[config.mk]
export PLATFORM = sky130hd
export DESIGN_NAME = alu_op_sequencer_flat
export DESIGN_NICKNAME = d
export VERILOG_FILES = /design/src/rtl/alu_op_sequencer_if.sv /design/src/rtl/alu_op_sequencer.sv /design/src/flat_wrapper.sv
export SDC_FILE = /design/constraint.sdc
export NUM_CORES = 1
export LEC_CHECK = 0
export CAP_MARGIN = 5
export CELL_PAD_IN_SITES_DETAIL_PLACEMENT = 1
export CELL_PAD_IN_SITES_GLOBAL_PLACEMENT = 1
export CORE_ASPECT_RATIO = 0.5
export CORE_MARGIN = 2
export CORE_UTILIZATION = 36
export DETAILED_ROUTE_END_ITERATION = 6
export HOLD_SLACK_MARGIN = 0.08
export PLACE_DENSITY = 0.85
export SLEW_MARGIN = 30
export SYNTH_ARGS = -nofsm -noshare
export SYNTH_HDL_FRONTEND = slang
export SYNTH_SLANG_ARGS = --single-unit
[constraint.sdc]
create_clock -name i_clk -period 2.1 [get_ports i_clk]
set_input_delay 0.315 -clock i_clk [delete_from_list [all_inputs] [get_ports i_clk]]
set_output_delay 0.315 -clock i_clk [all_outputs]
set_load 0.05 [all_outputs]
[src/rtl/alu_op_sequencer_if.sv]
// Command, shared-ALU bus and response signals of alu_op_sequencer.
// Names are from the sequencer's point of view: slave = sequencer, master = command source plus ALU.
interface alu_op_sequencer_if #(
    parameter int NB_DATA = 8,
    parameter int NB_CNT  = 16
);
    localparam int NB_OP = NB_DATA - 2;

    logic               i_cmd_valid;
    logic               o_cmd_ready;
    logic [NB_DATA-1:0] i_cmd_a;
    logic [NB_DATA-1:0] i_cmd_b;
    logic [NB_OP-1:0]   i_cmd_op;

    logic [NB_DATA-1:0] o_alu_data;
    logic               o_alu_enable_1;
    logic               o_alu_enable_2;
    logic               o_alu_enable_3;
    logic [NB_DATA-1:0] i_alu_data;
    logic               i_alu_carry;
    logic               i_alu_zero;

    logic               o_rsp_valid;
    logic               i_rsp_ready;
    logic [NB_DATA-1:0] o_rsp_data;
    logic               o_rsp_carry;
    logic               o_rsp_zero;
    logic               o_rsp_error;

    logic               o_busy;
    logic [NB_CNT-1:0]  o_op_count;

    modport slave (
        input  i_cmd_valid, i_cmd_a, i_cmd_b, i_cmd_op,
        input  i_alu_data, i_alu_carry, i_alu_zero,
        input  i_rsp_ready,
        output o_cmd_ready,
        output o_alu_data, o_alu_enable_1, o_alu_enable_2, o_alu_enable_3,
        output o_rsp_valid, o_rsp_data, o_rsp_carry, o_rsp_zero, o_rsp_error,
        output o_busy, o_op_count
    );

    modport master (
        output i_cmd_valid, i_cmd_a, i_cmd_b, i_cmd_op,
        output i_alu_data, i_alu_carry, i_alu_zero,
        output i_rsp_ready,
        input  o_cmd_ready,
        input  o_alu_data, o_alu_enable_1, o_alu_enable_2, o_alu_enable_3,
        input  o_rsp_valid, o_rsp_data, o_rsp_carry, o_rsp_zero, o_rsp_error,
        input  o_busy, o_op_count
    );
endinterface

[src/rtl/alu_op_sequencer.sv]
// Loads operand A, operand B and opcode into the shared ALU over one bus, waits a settle
// cycle, captures result/carry/zero and returns them through a valid/ready response.
module alu_op_sequencer #(
    parameter int NB_DATA = 8,
    parameter int NB_CNT  = 16
) (
    input  logic              i_clk,
    input  logic              i_reset,
    alu_op_sequencer_if.slave bus
);
    localparam int NB_OP = NB_DATA - 2;

    localparam logic [NB_OP-1:0] OP_ADD = NB_OP'(6'b100000);
    localparam logic [NB_OP-1:0] OP_SUB = NB_OP'(6'b100010);
    localparam logic [NB_OP-1:0] OP_AND = NB_OP'(6'b100100);
    localparam logic [NB_OP-1:0] OP_OR  = NB_OP'(6'b100101);
    localparam logic [NB_OP-1:0] OP_NOR = NB_OP'(6'b100111);
    localparam logic [NB_OP-1:0] OP_XOR = NB_OP'(6'b100110);
    localparam logic [NB_OP-1:0] OP_SRL = NB_OP'(6'b000010);
    localparam logic [NB_OP-1:0] OP_SRA = NB_OP'(6'b000011);

    typedef enum logic [2:0] {
        ST_IDLE    = 3'd0,
        ST_LOAD_A  = 3'd1,
        ST_LOAD_B  = 3'd2,
        ST_LOAD_OP = 3'd3,
        ST_SETTLE  = 3'd4,
        ST_RESP    = 3'd5
    } state_t;

    state_t             r_state;
    state_t             w_state_next;

    logic [NB_DATA-1:0] r_b;
    logic [NB_OP-1:0]   r_op;

    logic               r_cmd_ready;
    logic               r_busy;
    logic [NB_DATA-1:0] r_alu_data;
    logic [2:0]         r_alu_en;
    logic               r_rsp_valid;
    logic [NB_DATA-1:0] r_rsp_data;
    logic               r_rsp_carry;
    logic               r_rsp_zero;
    logic               r_rsp_error;
    logic [NB_CNT-1:0]  r_op_count;

    logic               w_legal;
    logic               w_accept;
    logic               w_rsp_handshake;
    logic [NB_DATA-1:0] w_alu_data_next;
    logic [2:0]         w_alu_en_next;

    always_comb begin
        w_legal = 1'b0;
        case (bus.i_cmd_op)
            OP_ADD, OP_SUB, OP_AND, OP_OR,
            OP_NOR, OP_XOR, OP_SRL, OP_SRA: w_legal = 1'b1;
            default:                        w_legal = 1'b0;
        endcase
    end

    assign w_accept        = (r_state == ST_IDLE) && bus.i_cmd_valid;
    assign w_rsp_handshake = (r_state == ST_RESP) && bus.i_rsp_ready;

    always_ff @(posedge i_clk or negedge i_reset) begin
        if (!i_reset) begin
            r_state <= ST_IDLE;
        end else begin
            r_state <= w_state_next;
        end
    end

    always_comb begin
        w_state_next = r_state;
        case (r_state)
            ST_IDLE: begin
                if (bus.i_cmd_valid) begin
                    w_state_next = w_legal ? ST_LOAD_A : ST_RESP;
                end
            end
            ST_LOAD_A:  w_state_next = ST_LOAD_B;
            ST_LOAD_B:  w_state_next = ST_LOAD_OP;
            ST_LOAD_OP: w_state_next = ST_SETTLE;
            ST_SETTLE:  w_state_next = ST_RESP;
            ST_RESP: begin
                if (bus.i_rsp_ready) begin
                    w_state_next = ST_IDLE;
                end
            end
            default:    w_state_next = ST_IDLE;
        endcase
    end

    // Every output is a flop, so each one is decoded from the state it will be in next cycle.
    generate
        for (genvar gi = 0; gi < 3; gi++) begin : g_alu_en
            assign w_alu_en_next[gi] = (w_state_next == state_t'(3'(gi + 1)));
        end
    endgenerate

    // LOAD_A is only entered straight from an accept, so operand A comes from the command port.
    always_comb begin
        w_alu_data_next = '0;
        case (w_state_next)
            ST_LOAD_A:  w_alu_data_next = bus.i_cmd_a;
            ST_LOAD_B:  w_alu_data_next = r_b;
            ST_LOAD_OP: w_alu_data_next = {r_op, 2'b00};
            default:    w_alu_data_next = '0;
        endcase
    end

    always_ff @(posedge i_clk or negedge i_reset) begin
        if (!i_reset) begin
            r_b         <= '0;
            r_op        <= '0;
            r_cmd_ready <= 1'b1;
            r_busy      <= 1'b0;
            r_alu_data  <= '0;
            r_alu_en    <= 3'b000;
            r_rsp_valid <= 1'b0;
            r_rsp_data  <= '0;
            r_rsp_carry <= 1'b0;
            r_rsp_zero  <= 1'b0;
            r_rsp_error <= 1'b0;
            r_op_count  <= '0;
        end else begin
            r_cmd_ready <= (w_state_next == ST_IDLE);
            r_busy      <= (w_state_next != ST_IDLE);
            r_rsp_valid <= (w_state_next == ST_RESP);
            r_alu_data  <= w_alu_data_next;
            r_alu_en    <= w_alu_en_next;

            if (w_accept) begin
                r_b  <= bus.i_cmd_b;
                r_op <= bus.i_cmd_op;
            end

            if (w_accept && !w_legal) begin
                r_rsp_data  <= '0;
                r_rsp_carry <= 1'b0;
                r_rsp_zero  <= 1'b0;
                r_rsp_error <= 1'b1;
            end else if (r_state == ST_SETTLE) begin
                r_rsp_data  <= bus.i_alu_data;
                r_rsp_carry <= bus.i_alu_carry;
                r_rsp_zero  <= bus.i_alu_zero;
                r_rsp_error <= 1'b0;
            end

            if (w_rsp_handshake) begin
                r_op_count <= r_op_count + NB_CNT'(1);
            end
        end
    end

    assign bus.o_cmd_ready    = r_cmd_ready;
    assign bus.o_busy         = r_busy;
    assign bus.o_alu_data     = r_alu_data;
    assign bus.o_alu_enable_1 = r_alu_en[0];
    assign bus.o_alu_enable_2 = r_alu_en[1];
    assign bus.o_alu_enable_3 = r_alu_en[2];
    assign bus.o_rsp_valid    = r_rsp_valid;
    assign bus.o_rsp_data     = r_rsp_data;
    assign bus.o_rsp_carry    = r_rsp_carry;
    assign bus.o_rsp_zero     = r_rsp_zero;
    assign bus.o_rsp_error    = r_rsp_error;
    assign bus.o_op_count     = r_op_count;

endmodule

[src/flat_wrapper.sv]
// flat-port wrapper written by rule: the top's interface ports become plain ports
module alu_op_sequencer_flat 
#(
    parameter int NB_DATA = 8,
    parameter int NB_CNT  = 16
)
  (i_clk, i_reset, bus_i_cmd_valid, bus_i_cmd_a, bus_i_cmd_b, bus_i_cmd_op, bus_i_alu_data, bus_i_alu_carry, bus_i_alu_zero, bus_i_rsp_ready, bus_o_cmd_ready, bus_o_alu_data, bus_o_alu_enable_1, bus_o_alu_enable_2, bus_o_alu_enable_3, bus_o_rsp_valid, bus_o_rsp_data, bus_o_rsp_carry, bus_o_rsp_zero, bus_o_rsp_error, bus_o_busy, bus_o_op_count);
  alu_op_sequencer_if #(.NB_DATA(NB_DATA), .NB_CNT(NB_CNT)) bus_i ();
  input  logic i_clk;
  input  logic i_reset;
  input wire logic [$bits(bus_i.i_cmd_valid)-1:0] bus_i_cmd_valid;
  input wire logic [$bits(bus_i.i_cmd_a)-1:0] bus_i_cmd_a;
  input wire logic [$bits(bus_i.i_cmd_b)-1:0] bus_i_cmd_b;
  input wire logic [$bits(bus_i.i_cmd_op)-1:0] bus_i_cmd_op;
  input wire logic [$bits(bus_i.i_alu_data)-1:0] bus_i_alu_data;
  input wire logic [$bits(bus_i.i_alu_carry)-1:0] bus_i_alu_carry;
  input wire logic [$bits(bus_i.i_alu_zero)-1:0] bus_i_alu_zero;
  input wire logic [$bits(bus_i.i_rsp_ready)-1:0] bus_i_rsp_ready;
  output wire logic [$bits(bus_i.o_cmd_ready)-1:0] bus_o_cmd_ready;
  output wire logic [$bits(bus_i.o_alu_data)-1:0] bus_o_alu_data;
  output wire logic [$bits(bus_i.o_alu_enable_1)-1:0] bus_o_alu_enable_1;
  output wire logic [$bits(bus_i.o_alu_enable_2)-1:0] bus_o_alu_enable_2;
  output wire logic [$bits(bus_i.o_alu_enable_3)-1:0] bus_o_alu_enable_3;
  output wire logic [$bits(bus_i.o_rsp_valid)-1:0] bus_o_rsp_valid;
  output wire logic [$bits(bus_i.o_rsp_data)-1:0] bus_o_rsp_data;
  output wire logic [$bits(bus_i.o_rsp_carry)-1:0] bus_o_rsp_carry;
  output wire logic [$bits(bus_i.o_rsp_zero)-1:0] bus_o_rsp_zero;
  output wire logic [$bits(bus_i.o_rsp_error)-1:0] bus_o_rsp_error;
  output wire logic [$bits(bus_i.o_busy)-1:0] bus_o_busy;
  output wire logic [$bits(bus_i.o_op_count)-1:0] bus_o_op_count;
  assign bus_i.i_cmd_valid = bus_i_cmd_valid;
  assign bus_i.i_cmd_a = bus_i_cmd_a;
  assign bus_i.i_cmd_b = bus_i_cmd_b;
  assign bus_i.i_cmd_op = bus_i_cmd_op;
  assign bus_i.i_alu_data = bus_i_alu_data;
  assign bus_i.i_alu_carry = bus_i_alu_carry;
  assign bus_i.i_alu_zero = bus_i_alu_zero;
  assign bus_i.i_rsp_ready = bus_i_rsp_ready;
  assign bus_o_cmd_ready = bus_i.o_cmd_ready;
  assign bus_o_alu_data = bus_i.o_alu_data;
  assign bus_o_alu_enable_1 = bus_i.o_alu_enable_1;
  assign bus_o_alu_enable_2 = bus_i.o_alu_enable_2;
  assign bus_o_alu_enable_3 = bus_i.o_alu_enable_3;
  assign bus_o_rsp_valid = bus_i.o_rsp_valid;
  assign bus_o_rsp_data = bus_i.o_rsp_data;
  assign bus_o_rsp_carry = bus_i.o_rsp_carry;
  assign bus_o_rsp_zero = bus_i.o_rsp_zero;
  assign bus_o_rsp_error = bus_i.o_rsp_error;
  assign bus_o_busy = bus_i.o_busy;
  assign bus_o_op_count = bus_i.o_op_count;
  alu_op_sequencer #(.NB_DATA(NB_DATA), .NB_CNT(NB_CNT)) u_core (.i_clk(i_clk), .i_reset(i_reset), .bus(bus_i));
endmodule
[After elaboration in Yosys (flattened, before gate mapping)]
Cells that the tools add are included.
Storage, ports and cells
  flip-flop bits (word level): 58
  bits of input ports: 36
  output and inout port bits: 41
  logic and storage cells: 54
Operators by class
  add/subtract/negate cells: 1
  equality and inequality tests: 17
  multiplexer cells: 14
  reduce and logical (&&, ||, !) cells: 9
Operators with widths (count)
  $eq A6 B6 Y1 const B: 6
  $pmux W8 S3: 1
  $pmux W3 S6: 1
  $add A16 B1 Y16 const B: 1
  $mux W8: 2
  $eq A3 B2 Y1 const B: 4
  $eq A6 B2 Y1 const B: 2
  $eq A3 B3 Y1 const B: 3
  $mux W3: 3
  $reduce_or A8 Y1: 1
  $mux W1: 7
  $eq A3 B1 Y1 const B: 2
  $logic_not A3 Y1: 2
  $logic_and A1 B1 Y1: 3
  $reduce_bool A3 Y1: 1
  $reduce_bool A2 Y1: 1
  $logic_not A1 Y1: 1

[Logic depth before layout (Yosys ltp)]
  depth in word-level cells: 8
  mapped depth: 6
  gate-level depth less buffers: 5

[Worst setup path after synthesis]
Ideal clock, no wire load.
  kind: register to register
  from: reg u_core.r_op_count[3], in the netlist u_core.bus.o_op_count[3]
  to: reg u_core.r_op_count[10], in the netlist u_core.bus.o_op_count[10]
  setup time: 0.142 ns
  data arrival time: 1.626 ns
  data required time: 1.958 ns
  path slack: 0.332 ns
  cell stages (with the launch flop): 5
  buffers on the path: 0
  cells stage by stage: dfrtp_1 -> nand4_1 -> nor4_1 -> nand2_1 -> xnor2_1
Between the ends
  cells in the longest elaborated chain, start to end: 1
Ends and longest elaborated chain
  start: declaration: line alu_op_sequencer.sv:46  | logic [NB_CNT-1:0] r_op_count;
  start signal: assignment: line alu_op_sequencer.sv:152  | r_op_count <= r_op_count + NB_CNT'(1);
  $add A16 B1 Y16: line alu_op_sequencer.sv:152
Every way passes these cells.
A chain may end at the register's enable or synchronous reset.

[Worst setup path in the final report]
  from: reg u_core.r_cmd_ready, in the netlist u_core.bus.o_cmd_ready
  to: out bus_o_cmd_ready
RTL lines
  start: declaration: line alu_op_sequencer.sv:37  | logic r_cmd_ready;
  start signal: assignment: line alu_op_sequencer.sv:128  | r_cmd_ready <= (w_state_next == ST_IDLE);
  end: declaration: line flat_wrapper.sv:19  | output wire logic [$bits(bus_i.o_cmd_ready)-1:0] bus_o_cmd_ready;
No word-level cell between the ends.

==> metrics <==
synthesis-stage register bit count 58; FF-to-FF Start u_core.r_state[2]; Reg area 1453 um^2; crit path buf inv count 1; largest net degree at the start of global routing 25; crit-path cells clkdlybuf4s50_1; Final ANT Viol Nets 0; die area 7437 um^2; Synth cell types 35; CP delay by family, top buffers and inverters; status completed; Overflow after GRT 0; final slew viol count 0; Initial DRC Count 66; Slew headroom 0.6138; RSZ-0062 raised after global routing no; Max Cap Viol 0; vias in the first global route 2024; Starting Density 0.3671; GRT Overall Usage 0.1949; crit path time final 1943 ps; CP max stage delay 790 ps; area of the multi-input gates 909.6 um^2; CP Launch Point u_core.bus.o_cmd_ready; critical path endpoint category output port; die height 61.99 um; setup TNS 0 ps; clk sinks 58; class of the worst hold path flop to flop; CP Class flop to output port; chip width 120.0 um; TritonCTS clock tree done; PwrDens 1498 nW/um^2; drt pass-1 iters 4; via count 1898; # rows 21; post-route cell area 3571 um^2; Slowest-stage cell, CP clkdlybuf4s50_1; layout cells sized above 1 0.1498; hold path cells 1; Antenna Cells 0; number of port buffers 76; crit start category flop; Cells after Synth 196; Mapped Area 2421 um^2; endpoints failing setup 0; leak pwr 1.576 nW; core area 6595 um^2; Post-synth EDFFs 0; Avg Inst Size Synth 12.35 um^2; wire length per cell 18.25 um; final period utilization 0.9253; HPWL Detailed 4.727 mm; hold path endpoint u_core.bus.o_op_count[15]; vias per inst 5.008; Post-route DRC 0; Area after DPL 3308 um^2; warnings from Yosys 0; Syn Nets 233; hold path startpoint u_core.bus.o_op_count[15]; htree depth 3; worst-path maximum fanout 1; detailed-route wire length 6.918 mm; fillers 680; Inserted Clock Buffers 9; top_reg_cell synth dfrtp_1; Layout area overhead 47.49%; root buf cell clkbuf_16; Final #Nets 320; Hold Vio Cnt, Final 0; top cell type's share of synthesized area 0.5891; clock slew at reported path FFs 50 ps; Worst Path Arrival 1630 ps; initial antenna violation count 0; FFs w/ async S/R, synth 1.000; CTS Buffer Depth 2; worst skew pair latency 320 ps; Max Freq 0.5146 GHz; R2R Setup Slk 340 ps; Slew @ Worst Pin 578.1 ps; Data required, critical path 1780 ps; worst vdd ir 501.2 uV; largest area contributor in the netlist dfrtp_1; IO Count 77; post-synthesis sequential area ratio 0.6000; Reg-to-Reg End u_core.bus.o_op_count[13]; ranking of synthesized cells by area dfrtp_1 (59%), mux2_2 (6.5%), nand2_1 (4.8%); worst clock skew 5.637 ps; first-pass GRT wire length 10.54 mm; gpl congestion 0.7676; worst reg-to-reg path cell count 4
## cells in the mapped netlist (2+ instances only)
| cell | instances |
|---|---|
| dfrtp_1 | 57 |
| nand2_1 | 31 |
| mux2_2 | 14 |
| a21oi_1 | 11 |
| xnor2_1 | 10 |
| a22oi_1 | 8 |
| clkbuf_1 | 6 |
| o2bb2ai_1 | 6 |
| nand3_1 | 5 |
| nor2_1 | 5 |
| nor2b_1 | 5 |
| xor2_1 | 5 |
| a21o_1 | 3 |
| and3_1 | 3 |
| a22o_1 | 2 |
| buf_2 | 2 |
| inv_1 | 2 |
| nand2b_1 | 2 |
| nor3_1 | 2 |
| nor4b_4 | 2 |
## metrics by stage
| step | setup slack [ps] | power [mW] | hold WS [ps] | util | std cells |
|---|---|---|---|---|---|
| after floorplan | 331.8 | 3.274 | 19.41 | - | 196 |
| after global placement | 240.1 | 3.948 | 318.1 | 0.5016 | 363 |
| after detailed placement | 98.57 | 4.071 | 323.9 | 0.5016 | 363 |
| after CTS | 146.8 | 5.390 | 474.4 | 0.5415 | 379 |
| after global routing | 118.7 | 5.591 | 503.5 | 0.5415 | 379 |
| final | 156.8 | 5.348 | 467.5 | 0.5415 | 379 |
## metal layers
metal,wire length (um),global-route usage
met5,0,0
met4,169,0.08739
met3,298,0.07299
met2,3648,0.3490
met1,2802,0.2171
## logic make-up (layout without fill, tap and decap cells)
family / Yosys count / after routing / synth area share
flip-flops: 58 / 58 / 0.6000
AND/OR/NAND/NOR: 62 / 62 / 0.1499
AO/OA/AOI/OAI: 34 / 34 / 0.1013
multiplexers: 14 / 14 / 0.06512
XOR/XNOR: 15 / 15 / 0.05426
buffers and inverters: 12 / 103 / 0.02429
adder cells (fa/ha/maj): 1 / 1 / 0.005167
## flip-flops by register name (all words and copies together) (netlist names)
name and count:
u_core.bus.o_rsp_error 1, u_core.r_b 8, u_core.r_op 6, u_core.bus.o_rsp_valid 1
u_core.bus.o_rsp_data 8, u_core.bus.o_alu_data 8, u_core.r_alu_en 3, u_core.r_state 3
u_core.bus.o_op_count 16, u_core.bus.o_rsp_carry 1, u_core.bus.o_rsp_zero 1, u_core.bus.o_busy 1
u_core.bus.o_cmd_ready 1
## worst max path at each step
stage | to | slack, ps | cells past startpoint
floorplan | u_core.bus.o_op_count[10] | 330 | 4
global placement | u_core.bus.o_op_count[13] | 240 | 5
detailed placement | u_core.bus.o_op_count[13] | 100 | 5
CTS | bus_o_cmd_ready | 150 | 1
global route | bus_o_op_count[3] | 120 | 1
finish | bus_o_cmd_ready | 160 | 1
## cell type report
type | count | share of cell area
sequential | 58 | 0.4068
multi-input combinational | 126 | 0.2547
timing repair buffer | 86 | 0.2334
clock buffer | 11 | 0.06517
tap | 92 | 0.03224
clock inverter | 4 | 0.005606
inverter | 2 | 0.002102
## layout by cell type (no fill, tap or decap), types with 6 or more instances in the layout
cell and count:
dfrtp_1 57, a22oi_1 8, o2bb2ai_1 6, xnor2_1 10
a21oi_1 11, mux2_2 14, clkdlybuf4s50_1 75, clkbuf_16 9
buf_4 9, nand2_1 31
## power by group
part / total, mW / switching (mW) / internal [mW] / leakage, nW
logic: 2.27 / 1.39 / 0.873 / 0.702
registers: 1.83 / 0.315 / 1.51 / 0.746
clock network: 1.25 / 0.471 / 0.780 / 0.129
total: 5.35 / 2.18 / 3.17 / 1.58
## repair_timing
action | in CTS | in global routing
hold buffers | 1 | 0
buffers inserted | 0 | 0
gates resized for setup | 0 | 0
endpoints found under the setup margin | 0 | 0
hold endpoints to repair | 21 | 0
Power figures use the tool's default switching activity.
